[config.mk]
export PLATFORM = sky130hd
export DESIGN_NAME = hsi_ratio_scheduler_flat
export DESIGN_NICKNAME = d
export VERILOG_FILES = /design/src/rtl/hsi_ratio_scheduler_if.sv /design/src/rtl/hsi_ratio_scheduler.sv /design/src/flat_wrapper.sv
export SDC_FILE = /design/constraint.sdc
export NUM_CORES = 1
export LEC_CHECK = 0
export ABC_AREA = 1
export CAP_MARGIN = 20
export CORE_ASPECT_RATIO = 2
export CORE_UTILIZATION = 50
export DETAILED_ROUTE_END_ITERATION = 12
export PLACE_DENSITY = 0.76
export SLEW_MARGIN = 20
export SYNTH_ARGS = -nofsm -noshare
export SYNTH_HDL_FRONTEND = slang
export SYNTH_SLANG_ARGS = --single-unit
[constraint.sdc]
create_clock -name clk -period 17.8 [get_ports clk]
set_clock_uncertainty 0.2 [all_clocks]
set_input_delay 3.56 -clock clk [delete_from_list [all_inputs] [get_ports clk]]
set_output_delay 3.56 -clock clk [all_outputs]
set_load 0.005 [all_outputs]
[src/rtl/hsi_ratio_scheduler_if.sv]
// hsi_ratio_scheduler_if: frame-request, omega snapshot and lock-result bundle for the
// adjacent-band phi-ratio scheduler.
`default_nettype none

interface hsi_ratio_scheduler_if #(
  parameter int WIDTH = 18
);
  logic                    clk_en;
  logic signed [WIDTH-1:0] omega_theta;
  logic signed [WIDTH-1:0] omega_alpha;
  logic signed [WIDTH-1:0] omega_beta1;
  logic signed [WIDTH-1:0] omega_beta2;
  logic signed [WIDTH-1:0] omega_gamma;
  logic                    busy;
  logic                    valid;
  logic [3:0]              pair_lock;
  logic [2:0]              lock_count;
  logic                    all_locked;
  logic [WIDTH+1:0]        dev_sum;
  logic [7:0]              overrun_cnt;

  modport master (
    output clk_en, omega_theta, omega_alpha, omega_beta1, omega_beta2, omega_gamma,
    input  busy, valid, pair_lock, lock_count, all_locked, dev_sum, overrun_cnt
  );

  modport slave (
    input  clk_en, omega_theta, omega_alpha, omega_beta1, omega_beta2, omega_gamma,
    output busy, valid, pair_lock, lock_count, all_locked, dev_sum, overrun_cnt
  );
endinterface

`default_nettype wire

[src/rtl/hsi_ratio_scheduler.sv]
// hsi_ratio_scheduler: evaluates the four adjacent-band phi-ratio checks through one shared
// signed multiplier. Define HSI_SCHED_OVERRUN_EN to enable the dropped-request counter.
`default_nettype none

module hsi_ratio_scheduler #(
  parameter int WIDTH = 18,
  parameter int FRAC  = 14,
  parameter int PHI   = 26510,
  parameter int TOL   = 819
) (
  input  logic                 clk,
  input  logic                 rst_n,
  hsi_ratio_scheduler_if.slave bus
);

  localparam int PW = 2 * WIDTH;
  // Deviation path carries a few guard bits so |hi - pred| never wraps before clipping.
  localparam int DW = WIDTH + 3;
  localparam logic [WIDTH-1:0]     DEV_MAX   = {1'b0, {(WIDTH-1){1'b1}}};
  localparam logic [DW-1:0]        DEV_MAX_X = {{(DW-WIDTH){1'b0}}, DEV_MAX};
  localparam logic signed [PW-1:0] PHI_X     = PW'(PHI);
  localparam logic signed [PW-1:0] TOL_X     = PW'(TOL);

  typedef enum logic [1:0] {
    S_IDLE = 2'd0,
    S_PRED = 2'd1,
    S_TOLR = 2'd2,
    S_DONE = 2'd3
  } state_t;

  state_t                  state_q, state_d;
  logic [1:0]              k_q, k_d;
  logic signed [DW-1:0]    pred_q, pred_d;
  logic [WIDTH+1:0]        sum_q, sum_d;
  logic [3:0]              lock_q, lock_d;
  logic [3:0]              pair_lock_q, pair_lock_d;
  logic [2:0]              lock_count_q, lock_count_d;
  logic                    all_locked_q, all_locked_d;
  logic [WIDTH+1:0]        dev_sum_q, dev_sum_d;
  logic                    valid_q, valid_d;
  logic signed [WIDTH-1:0] om_q [5];

  logic                    accept;
  logic signed [WIDTH-1:0] omega_lo;
  logic signed [WIDTH-1:0] omega_hi;
  logic signed [PW-1:0]    mul_a;
  logic signed [PW-1:0]    mul_b;
  logic signed [PW-1:0]    product;
  logic signed [DW-1:0]    mul_shift;
  logic signed [DW-1:0]    diff;
  logic [DW-1:0]           abs_diff;
  logic [WIDTH-1:0]        dev_clip;
  logic [WIDTH-1:0]        dev_eff;
  logic                    lo_pos;
  logic                    lock_now;

  assign accept = (state_q == S_IDLE) && bus.clk_en;

  always_comb begin
    omega_lo = om_q[0];
    omega_hi = om_q[1];
    case (k_q)
      2'd0: begin omega_lo = om_q[0]; omega_hi = om_q[1]; end
      2'd1: begin omega_lo = om_q[1]; omega_hi = om_q[2]; end
      2'd2: begin omega_lo = om_q[2]; omega_hi = om_q[3]; end
      default: begin omega_lo = om_q[3]; omega_hi = om_q[4]; end
    endcase
  end

  // The single multiplier: omega_lo times PHI in PRED, times TOL in TOLR.
  assign mul_a     = {{WIDTH{omega_lo[WIDTH-1]}}, omega_lo};
  assign mul_b     = (state_q == S_TOLR) ? TOL_X : PHI_X;
  assign product   = mul_a * mul_b;
  assign mul_shift = DW'(product >>> FRAC);

  assign diff     = {{(DW-WIDTH){omega_hi[WIDTH-1]}}, omega_hi} - pred_q;
  assign abs_diff = diff[DW-1] ? -diff : diff;
  assign dev_clip = (abs_diff > DEV_MAX_X) ? DEV_MAX : abs_diff[WIDTH-1:0];
  assign lo_pos   = ~omega_lo[WIDTH-1] & (|omega_lo);
  // tol is non-negative whenever lo_pos holds, so an unsigned compare is safe.
  assign lock_now = lo_pos && ({{(DW-WIDTH){1'b0}}, dev_clip} <= mul_shift);
  assign dev_eff  = lo_pos ? dev_clip : DEV_MAX;

  always_comb begin
    state_d      = state_q;
    k_d          = k_q;
    pred_d       = pred_q;
    sum_d        = sum_q;
    lock_d       = lock_q;
    pair_lock_d  = pair_lock_q;
    lock_count_d = lock_count_q;
    all_locked_d = all_locked_q;
    dev_sum_d    = dev_sum_q;
    valid_d      = 1'b0;
    case (state_q)
      S_IDLE: begin
        if (bus.clk_en) begin
          sum_d   = '0;
          lock_d  = '0;
          k_d     = '0;
          state_d = S_PRED;
        end
      end
      S_PRED: begin
        pred_d  = mul_shift;
        state_d = S_TOLR;
      end
      S_TOLR: begin
        sum_d       = sum_q + {2'b00, dev_eff};
        lock_d[k_q] = lock_now;
        if (k_q == 2'd3) begin
          state_d = S_DONE;
        end else begin
          k_d     = k_q + 2'd1;
          state_d = S_PRED;
        end
      end
      S_DONE: begin
        pair_lock_d  = lock_q;
        lock_count_d = {2'b00, lock_q[0]} + {2'b00, lock_q[1]}
                     + {2'b00, lock_q[2]} + {2'b00, lock_q[3]};
        all_locked_d = &lock_q;
        dev_sum_d    = sum_q;
        valid_d      = 1'b1;
        k_d          = '0;
        state_d      = S_IDLE;
      end
      default: begin
        k_d     = '0;
        state_d = S_IDLE;
      end
    endcase
  end

  always_ff @(posedge clk or negedge rst_n) begin
    if (!rst_n) begin
      state_q      <= S_IDLE;
      k_q          <= '0;
      pred_q       <= '0;
      sum_q        <= '0;
      lock_q       <= '0;
      pair_lock_q  <= '0;
      lock_count_q <= '0;
      all_locked_q <= 1'b0;
      dev_sum_q    <= '0;
      valid_q      <= 1'b0;
    end else begin
      state_q      <= state_d;
      k_q          <= k_d;
      pred_q       <= pred_d;
      sum_q        <= sum_d;
      lock_q       <= lock_d;
      pair_lock_q  <= pair_lock_d;
      lock_count_q <= lock_count_d;
      all_locked_q <= all_locked_d;
      dev_sum_q    <= dev_sum_d;
      valid_q      <= valid_d;
    end
  end

  always_ff @(posedge clk or negedge rst_n) begin
    if (!rst_n) begin
      for (int i = 0; i < 5; i++) om_q[i] <= '0;
    end else if (accept) begin
      om_q[0] <= bus.omega_theta;
      om_q[1] <= bus.omega_alpha;
      om_q[2] <= bus.omega_beta1;
      om_q[3] <= bus.omega_beta2;
      om_q[4] <= bus.omega_gamma;
    end
  end

`ifdef HSI_SCHED_OVERRUN_EN
  logic [7:0] overrun_q;

  always_ff @(posedge clk or negedge rst_n) begin
    if (!rst_n) begin
      overrun_q <= '0;
    end else if (bus.clk_en && (state_q != S_IDLE) && (overrun_q != 8'hFF)) begin
      overrun_q <= overrun_q + 8'd1;
    end
  end

  assign bus.overrun_cnt = overrun_q;
`else
  assign bus.overrun_cnt = '0;
`endif

  assign bus.busy       = (state_q != S_IDLE);
  assign bus.valid      = valid_q;
  assign bus.pair_lock  = pair_lock_q;
  assign bus.lock_count = lock_count_q;
  assign bus.all_locked = all_locked_q;
  assign bus.dev_sum    = dev_sum_q;

endmodule

`default_nettype wire

[src/flat_wrapper.sv]
// flat-port wrapper written by rule: the top's interface ports become plain ports
module hsi_ratio_scheduler_flat 
#(
  parameter int WIDTH = 18,
  parameter int FRAC  = 14,
  parameter int PHI   = 26510,
  parameter int TOL   = 819
)
  (clk, rst_n, bus_clk_en, bus_omega_theta, bus_omega_alpha, bus_omega_beta1, bus_omega_beta2, bus_omega_gamma, bus_busy, bus_valid, bus_pair_lock, bus_lock_count, bus_all_locked, bus_dev_sum, bus_overrun_cnt);
  hsi_ratio_scheduler_if #(.WIDTH(WIDTH)) bus_i ();
  input  logic clk;
  input  logic rst_n;
  input wire logic [$bits(bus_i.clk_en)-1:0] bus_clk_en;
  input wire logic [$bits(bus_i.omega_theta)-1:0] bus_omega_theta;
  input wire logic [$bits(bus_i.omega_alpha)-1:0] bus_omega_alpha;
  input wire logic [$bits(bus_i.omega_beta1)-1:0] bus_omega_beta1;
  input wire logic [$bits(bus_i.omega_beta2)-1:0] bus_omega_beta2;
  input wire logic [$bits(bus_i.omega_gamma)-1:0] bus_omega_gamma;
  output wire logic [$bits(bus_i.busy)-1:0] bus_busy;
  output wire logic [$bits(bus_i.valid)-1:0] bus_valid;
  output wire logic [$bits(bus_i.pair_lock)-1:0] bus_pair_lock;
  output wire logic [$bits(bus_i.lock_count)-1:0] bus_lock_count;
  output wire logic [$bits(bus_i.all_locked)-1:0] bus_all_locked;
  output wire logic [$bits(bus_i.dev_sum)-1:0] bus_dev_sum;
  output wire logic [$bits(bus_i.overrun_cnt)-1:0] bus_overrun_cnt;
  assign bus_i.clk_en = bus_clk_en;
  assign bus_i.omega_theta = bus_omega_theta;
  assign bus_i.omega_alpha = bus_omega_alpha;
  assign bus_i.omega_beta1 = bus_omega_beta1;
  assign bus_i.omega_beta2 = bus_omega_beta2;
  assign bus_i.omega_gamma = bus_omega_gamma;
  assign bus_busy = bus_i.busy;
  assign bus_valid = bus_i.valid;
  assign bus_pair_lock = bus_i.pair_lock;
  assign bus_lock_count = bus_i.lock_count;
  assign bus_all_locked = bus_i.all_locked;
  assign bus_dev_sum = bus_i.dev_sum;
  assign bus_overrun_cnt = bus_i.overrun_cnt;
  hsi_ratio_scheduler #(.WIDTH(WIDTH), .FRAC(FRAC), .PHI(PHI), .TOL(TOL)) u_core (.clk(clk), .rst_n(rst_n), .bus(bus_i));
endmodule
### After elaboration in Yosys (flattened, before gate mapping)

Index checks and enable logic that the tools add are counted.

* register bits after elaboration: 168
* input bits: 93

* add/sub/neg operators: 7
* multiply operators: 1
* $lt $le $gt $ge: 4
* eq/ne operators: 8
* muxes and demuxes: 20
* bitwise gates (word level): 2
* reduce and logical (&&, ||, !) cells: 12

Operator list (number)
* one-hot mux 18 bit (3 select lines): 2
* one-hot mux 20 bit (2 select lines): 1
* two-way mux 18 bit: 2
* multiplier 18 x 16 -> 34 bit: 1
* greater-than comparator 21 x 17 -> 1 bit (second input constant): 1
* <= comparator 18 x 21 -> 1 bit: 1
* two-way mux 21 bit: 1
* negator 21 bit: 1
* subtractor 21 bit: 1
* adder 20 x 18 -> 20 bit: 1
* two-way mux 20 bit: 1
* OR reduction 18 bit: 1
* two-way mux 15 bit: 1
* equality test 2 bit (second input constant): 4
* two-way mux 2 bit: 4
* one-hot mux 2 bit (4 select lines): 1
* one-hot mux 4 bit (2 select lines): 1
* adder 3 x 1 -> 3 bit: 2
* one-hot mux 2 bit (3 select lines): 1
* bitwise mux 4 bit: 1
* equality test 2 x 1 -> 1 bit (second input constant): 2
* logical NOT 2 bit: 2
* two-way mux 4 bit: 1
* inequality test 2 bit (second input constant): 2
* other kinds (14): 18

### Depth between registers and ports, before layout

Gate-level depths: netlist of run 1.

* depth in word-level cells: 11
* mapped depth: 51
* gate-level depth less buffers: 50

### Worst setup path after synthesis of run 1

Ideal clock, no wire load.

* path kind: register to register
* from: register u_core.k_q[0]
* to: register u_core.lock_q[0]
* library setup time: 0.077 ns
* arrival time: 7.606 ns
* slack: 9.916 ns
* cell stages (with the launch flop): 45
* cells stage by stage: dfrtp_1 ha_1 inv_2 clkbuf_1 clkbuf_1 nand2_1 o22ai_1 nor2_1 fa_1 inv_1 fa_1 inv_1 fa_1 inv_1 fa_1 inv_1 fa_1 inv_1 (+9 left out) nand2_1 nand2_1 xor2_1 inv_1 ha_1 a21oi_1 o21ai_0 a31oi_1 nand2_1 nand2_1 nand2_1 nand2_1 nand2_1 nand2_1 nor2_1 nand2_1 nand2_1 a21oi_1

* longest elaborated chain between the ends: 11
* elaborated cells on any way between the ends: 23

Ends and longest elaborated chain
* start: declaration: RTL line hsi_ratio_scheduler.sv:32 `logic [1:0] k_q, k_d;`
* start signal: assignment: RTL line hsi_ratio_scheduler.sv:149 `k_q <= k_d;`
* equality test 2 bit (tied with other cells): RTL line hsi_ratio_scheduler.sv:62 `case (k_q)`
* one-hot mux 18 bit (3 select lines): RTL line hsi_ratio_scheduler.sv:62
* subtractor 21 bit: RTL line hsi_ratio_scheduler.sv:76 `assign diff = {{(DW-WIDTH){omega_hi[WIDTH-1]}}, omega_hi} - pred_q;`
* negator 21 bit: RTL line hsi_ratio_scheduler.sv:77 `assign abs_diff = diff[DW-1] ? -diff : diff;`
* two-way mux 21 bit: RTL line hsi_ratio_scheduler.sv:77
* greater-than comparator 21 x 17 -> 1 bit: RTL line hsi_ratio_scheduler.sv:78 `assign dev_clip = (abs_diff > DEV_MAX_X) ? DEV_MAX : abs_diff[WIDTH-1:0];`
* two-way mux 18 bit: RTL line hsi_ratio_scheduler.sv:78
* <= comparator 18 x 21 -> 1 bit: RTL line hsi_ratio_scheduler.sv:81 `assign lock_now = lo_pos && ({{(DW-WIDTH){1'b0}}, dev_clip} <= mul_shift);`
* logical AND 1 bit: RTL line hsi_ratio_scheduler.sv:81
* bitwise mux 4 bit *: RTL line hsi_ratio_scheduler.sv:110 `lock_d[k_q] = lock_now;`
* one-hot mux 4 bit (2 select lines) *: RTL line hsi_ratio_scheduler.sv:95 `case (state_q)`
* end signal: assignment: RTL line hsi_ratio_scheduler.sv:152 `lock_q <= lock_d;`
* end: declaration: RTL line hsi_ratio_scheduler.sv:35 `logic [3:0] lock_q, lock_d;`

Mark *: on every way between the ends. The rest lies on a longest branch, timed or not.
A chain may end at the register's enable or synchronous reset.

### Final worst setup path of run 1

* from: register u_core.k_q[1]
* to: register u_core.lock_q[3]

Same word-level chain as after synthesis.

==> flow_summary.yaml, run 1 <==
global_routing:
  grt_overflow: 0
  grt_pass1_wl_um: 87000
  grtUsageMet2_pct: 55.8
  top_usage_layer: "met2"
  use_met1_pct: 30.1
  grt_pass1_vias: 16663
  grt_max_degree: 120
  track_usage_pct: 31.4
  antenna_found_initial: 0
  grt_use_met3_pct: 5.00
yosys:
  syn_area_mm2: 0.0184
  async_reset_ff_share_pct: 100
  yosys.area.top_type: "dfrtp_1"
  synth.distinct_cells: 51
  synth_area_leaders: "dfrtp_1, fa_1, ha_1"
  synth_top_area_share_pct: 22.7
  synth-edff-count: 0
  synth_sequential_area_ratio_pct: 22.7
  ys.flop_type: "dfrtp_1"
  yosys_warnings: 0
  synth_seq_cells: 167
  synth_area_per_cell_um2: 7.75
  netlist_instances: 2376
worst_setup_path:
  timing.reg2reg.setup_slack_ns: 7.84
  crit_top_cell: "inv_1"
  cp-start-kind: "register"
  cp-startpoint: "u_core.k_q[1]"
  cp-end-kind: "register"
  worstPathArrival_ns: 10.14
  worstSetupPathType: "register to register"
  slowest_delay_ns: 0.82
  r2r-start: "u_core.k_q[1]"
  critPathSlowestCell: "ha_1"
  worst-path-max-fanout: 52
  critPathRequiredTime_ns: 17.98
place:
  dp_cells: 2909
  placement.io_buffers: 122
  gp_congestion: 1.03
  dpl-instance-area_mm2: 0.0201
  dpl.hpwl_um: 47200
route:
  first_iter_violations: 1002
  wl_per_cell_um: 19.2
  wirelength_um: 56500
  via_count: 15962
  post-route-drc-count: 0
  antenna_left: 0
  first_pass_iters: 7
  vias_per_cell: 5.43
cells_and_area:
  final_common_cell: "nand2_1"
  drive_above_1_share_pct: 4.18
  instances_no_fill: 2941
  fin_util_pct: 56.9
  fin_area_mm2: 0.0207
  antenna_cells: 0
  areaGrowthSynthToFinish_pct: 12.4
  final_cell_mix: "nand2_1, inv_1, ha_1, fa_1, dfrtp_1"
  fill_cells: 3415
  fin_nets: 2938
timing:
  hold_violations: 0
  setup_violations: 0
  max_freq_ghz: 0.100
  layout_min_cycle_time_ns: 9.96
  drv_slew: 0
  worst_pin_slew_ns: 1.03
  fin_crit_sh_pct: 56.0
  rsz0062_at_grt: "false"
  finalSetupTns_ns: 0
  slew_headroom_pct: 30.8
floorplanning:
  ios: 131
  fp.dieW_um: 138
  fp-row-count: 99
  core_area_mm2: 0.0364
  initial_core_util_pct: 50.6
  die_h_um: 273
  dieArea_mm2: 0.0377
clocking:
  cts.path.max_buffers: 2
  postCtsSetupBuffers: 0
  cts.clk_slew.worst_paths_ns: 0.08
  cts_buffers: 17
  clk_latency_ns: 0.46
  clock-sinks: 167
  cts_resized: 0
  cts-root-buf: "clkbuf_16"
  htree_levels: 4
  cts_tree: "built"
  cts-hold-fix-buffers: 0
outcome:
  outcome: "completed"
job:
  maxCapViolations: 0
hold_path:
  hold_start: "u_core.om_q[80]"
  hp-class: "register to register"
worst paths after layout:
path | to | cells past startpoint
worst min register to register | u_core.om_q[80] | 2
min in group asynchronous | u_core.sum_q[4] | 1
worst min-delay path | u_core.om_q[80] | 2
max in group asynchronous | u_core.om_q[40] | 3
worst max-delay path | u_core.lock_q[3] | 34
worst max register to register | u_core.lock_q[3] | 34
state kept, by name, indices dropped and copies added, names as in the netlist, 3 cells and up:
name,flops
u_core.om_q,90
u_core.bus.dev_sum,20
u_core.pred_q,20
u_core.sum_q,20
u_core.bus.pair_lock,4
u_core.lock_q,4
u_core.bus.lock_count,3
kinds of logic (layout without fill, tap and decap cells):
kind of cell	count (synthesis)	count (layout)	share of synthesized area [%]
AOI/OAI and AO/OA	357	357	10.9
xor gates and xnor gates	55	55	2.62
adders and majority gates	371	371	32.7
buffers and inverters	578	680	12.1
DFF	167	167	22.7
other	1	10	0.0204
and+or+nand+nor	847	847	19.0
critical path: cells and delay by family, from the launching register on:
family,cells,cell delay [ns]
flops,1,0.39
fa+ha+maj,9,4.34
simple gates,10,1.84
buf+inv,8,1.58
compound gates,6,1.35
xor+xnor,1,0.19
through the flow:
step | setup WS (ns) | hold slack [ns]
2_1_floorplan | 9.92 | 0.242
3_3_place_gp | 7.69 | 0.254
3_5_place_dp | 7.61 | 0.259
4_1_cts | 7.56 | 0.278
5_1_grt | 7.33 | 0.287
6_report | 7.84 | 0.274
layout make-up:
cell class / count / area (um^2) / share of cell area [%]
well taps: 454 / 568 / 2.74
clock inverters: 15 / 224 / 1.08
flip-flops and latches: 167 / 4180 / 20.2
clock buffers: 17 / 425 / 2.05
inverters: 513 / 1930 / 9.30
multi-input cells: 1640 / 12100 / 58.3
repair buffers: 135 / 1320 / 6.37
metal layers:
| layer | wire length, um | part of all wire, % | up-vias |
|---|---|---|---|
| met4 | 6220 | 11 | 0 |
| met2 | 29300 | 52 | 535 |
| li1 | - | - | 7575 |
| met3 | 2280 | 4.0 | 235 |
| met1 | 18700 | 33 | 7617 |
| met5 | 0 | 0 | - |
synthesized netlist by cell type (5+ instances only):
master,instances
xor2_1,30
a211oi_1,11
xnor2_1,25
a31oi_1,12
o22ai_1,35
o21ai_0,129
inv_1,500
fa_1,185
nand3_1,46
dfrtp_1,167
nand4_1,30
clkbuf_1,39
o21a_1,6
buf_4,11
nor4_1,6
nand2_1,572
ha_1,186
inv_2,12
nor2_1,138
nor3_1,12
a31o_2,5
a21oi_1,129
buf_1,11
nand3b_1,6
nand2_2,18
Power of run 1 is left out: the tool's default activity adds up to more than one toggle a clock period on the data nets, which glitch-free logic cannot reach.
==> run 2: changes to the inputs <==
==> constraint.sdc (replaced) <==
create_clock -name clk -period 9.98 [get_ports clk]
set_clock_uncertainty 0.2 [all_clocks]
set_input_delay 1.996 -clock clk [delete_from_list [all_inputs] [get_ports clk]]
set_output_delay 1.996 -clock clk [all_outputs]
set_load 0.005 [all_outputs]
==> run 2 against run 1 <==
Sequential share of layout area shrank 0.11 points. Global-route usage grew 0.34 points. Largest cell class unchanged. Maximum frequency grew 8.1%. Die area is the same. Design area grew 0.54%. Non-clock buffer count grew 20. Hold slack gained 0.0027 ns. Highest routed layer unchanged. Core utilization grew 0.31 points. Flip-flop and latch count is the same.
==> flow_summary.yaml, run 2 (synthesized netlist as in run 1, its figures left out) <==
worst_setup_path:
  worstSetupPathType: "register to register"
  r2r-start: "u_core.k_q[0]"
  worstPathArrival_ns: 9.40
  r2r.worst_path.cells: 40
  critPathTopFamily: "adder cells"
  cp-end-kind: "register"
  r2r_end: "u_core.lock_q[2]"
  worst-path-max-fanout: 27
  critPathSlowestCell: "fa_1"
  slowest_delay_ns: 0.55
  cp-start-kind: "register"
  crit_top_cell: "inv_1"
  critPathBufInv: 10
  timing.reg2reg.setup_slack_ns: 0.76
  critPathRequiredTime_ns: 10.16
cells_and_area:
  instances_no_fill: 2961
  final_cell_mix: "nand2_1, inv_1, fa_1, ha_1, dfrtp_1"
  top_register: "u_core.om_q"
  drive_above_1_share_pct: 4.99
  antenna_cells: 0
  final_common_cell: "nand2_1"
  fin_util_pct: 57.2
  largest_reg_flops: 90
  fin_nets: 2958
  areaGrowthSynthToFinish_pct: 13.0
global_routing:
  use_met1_pct: 30.0
  antenna_found_initial: 0
  track_usage_pct: 31.7
  grt_overflow: 0
  grt_max_degree: 86
  grt_pass1_wl_um: 88300
  grtUsageMet2_pct: 55.9
  top_usage_layer: "met2"
  grt_use_met3_pct: 5.17
  grt_pass1_vias: 17065
outcome:
  outcome: "completed"
timing:
  setup_violations: 0
  layout_min_cycle_time_ns: 9.22
  fin_crit_sh_pct: 92.3
  rsz0062_at_grt: "false"
  slew_headroom_pct: 28.4
  max_freq_ghz: 0.109
  worst_pin_slew_ns: 1.07
  finalSetupTns_ns: 0
  hold_violations: 0
  drv_slew: 0
route:
  wl_per_cell_um: 19.3
  wirelength_um: 57100
  first_iter_violations: 849
  post-route-drc-count: 0
  antenna_left: 0
  first_pass_iters: 10
  vias_per_cell: 5.47
  via_count: 16185
hold_path:
  hold_path_end: "u_core.om_q[80]"
  hold_path_depth: 2
  hold_start: "u_core.om_q[80]"
  hp-class: "register to register"
place:
  dpl.hpwl_um: 47300
  placement.io_buffers: 122
  dp_cells: 2929
  gp_congestion: 1.05
clocking:
  clk_latency_ns: 0.46
  htree_levels: 4
  cts.clk_slew.worst_paths_ns: 0.08
  cts-root-buf: "clkbuf_16"
  cts_buffers: 17
  postCtsSetupBuffers: 0
  cts.path.max_buffers: 2
  clock-sinks: 167
  cts_tree: "built"
floorplanning:
  dieArea_mm2: 0.0377
  die_h_um: 273
  initial_core_util_pct: 50.6
  core_area_mm2: 0.0364
  fp-row-count: 99
  fp.dieW_um: 138
  ios: 131
job:
  maxCapViolations: 0
## run 2: cell count changes in the layout (fill, tap and decap cells not counted), sizes merged
cell    change
clkbuf      +2
inv         -1
buf        +20
bufinv      -1
## run 2: what timing repair did
action	CTS	global route
hold buffers	0	0
resized for setup	0	3
setup endpoints to repair	0	4
## run 2: layer usage
| metal | wire (um) | up-vias | share of wire (%) |
|---|---|---|---|
| met1 | 18600 | 7734 | 33 |
| met4 | 6530 | 0 | 11 |
| met2 | 29500 | 583 | 52 |
| met5 | 0 | - | 0 |
| met3 | 2420 | 258 | 4.2 |
| li1 | - | 7610 | - |
## run 2: area by class of cell
type / count / area (um^2)
Sequential cell: 167 / 4180
Inverter: 513 / 1930
Timing Repair Buffer: 155 / 1470
Tap cell: 454 / 568
Clock buffer: 19 / 453
Multi-Input combinational cell: 1640 / 12100
Clock inverter: 13 / 154
Fill cell: 3414 / 15600
## run 2: worst max path at each step
stage                        to           from  slack [ns]  cells after the start
2_1_floorplan  u_core.lock_q[0]  u_core.k_q[0]        2.10                     44
3_3_place_gp   u_core.lock_q[1]  u_core.k_q[0]        0.78                     39
6_report       u_core.lock_q[2]  u_core.k_q[0]        0.76                     40
4_1_cts        u_core.lock_q[2]  u_core.k_q[0]        0.53                     39
3_5_place_dp   u_core.lock_q[2]  u_core.k_q[0]        0.53                     39
5_1_grt        u_core.lock_q[2]  u_core.k_q[0]        0.15                     45
## run 2: stage by stage
stage                     instance area (um^2)  worst slack (ns)  hold slack (ns)
after floorplan                          18500              2.10            0.242
final                                    20800             0.764            0.277
after detailed placement                 20200             0.532            0.263
after CTS                                20800             0.530            0.281
after global routing                     20800             0.154            0.302
after global placement                   20200             0.783            0.258
## run 2: tightest hold or removal path, stage by stage, from the launching register on
cell and delay [ns]:
dfrtp_1 0.35, nand2_1 0.05, nand2_1 0.05
Power of run 2 is left out for the same reason.
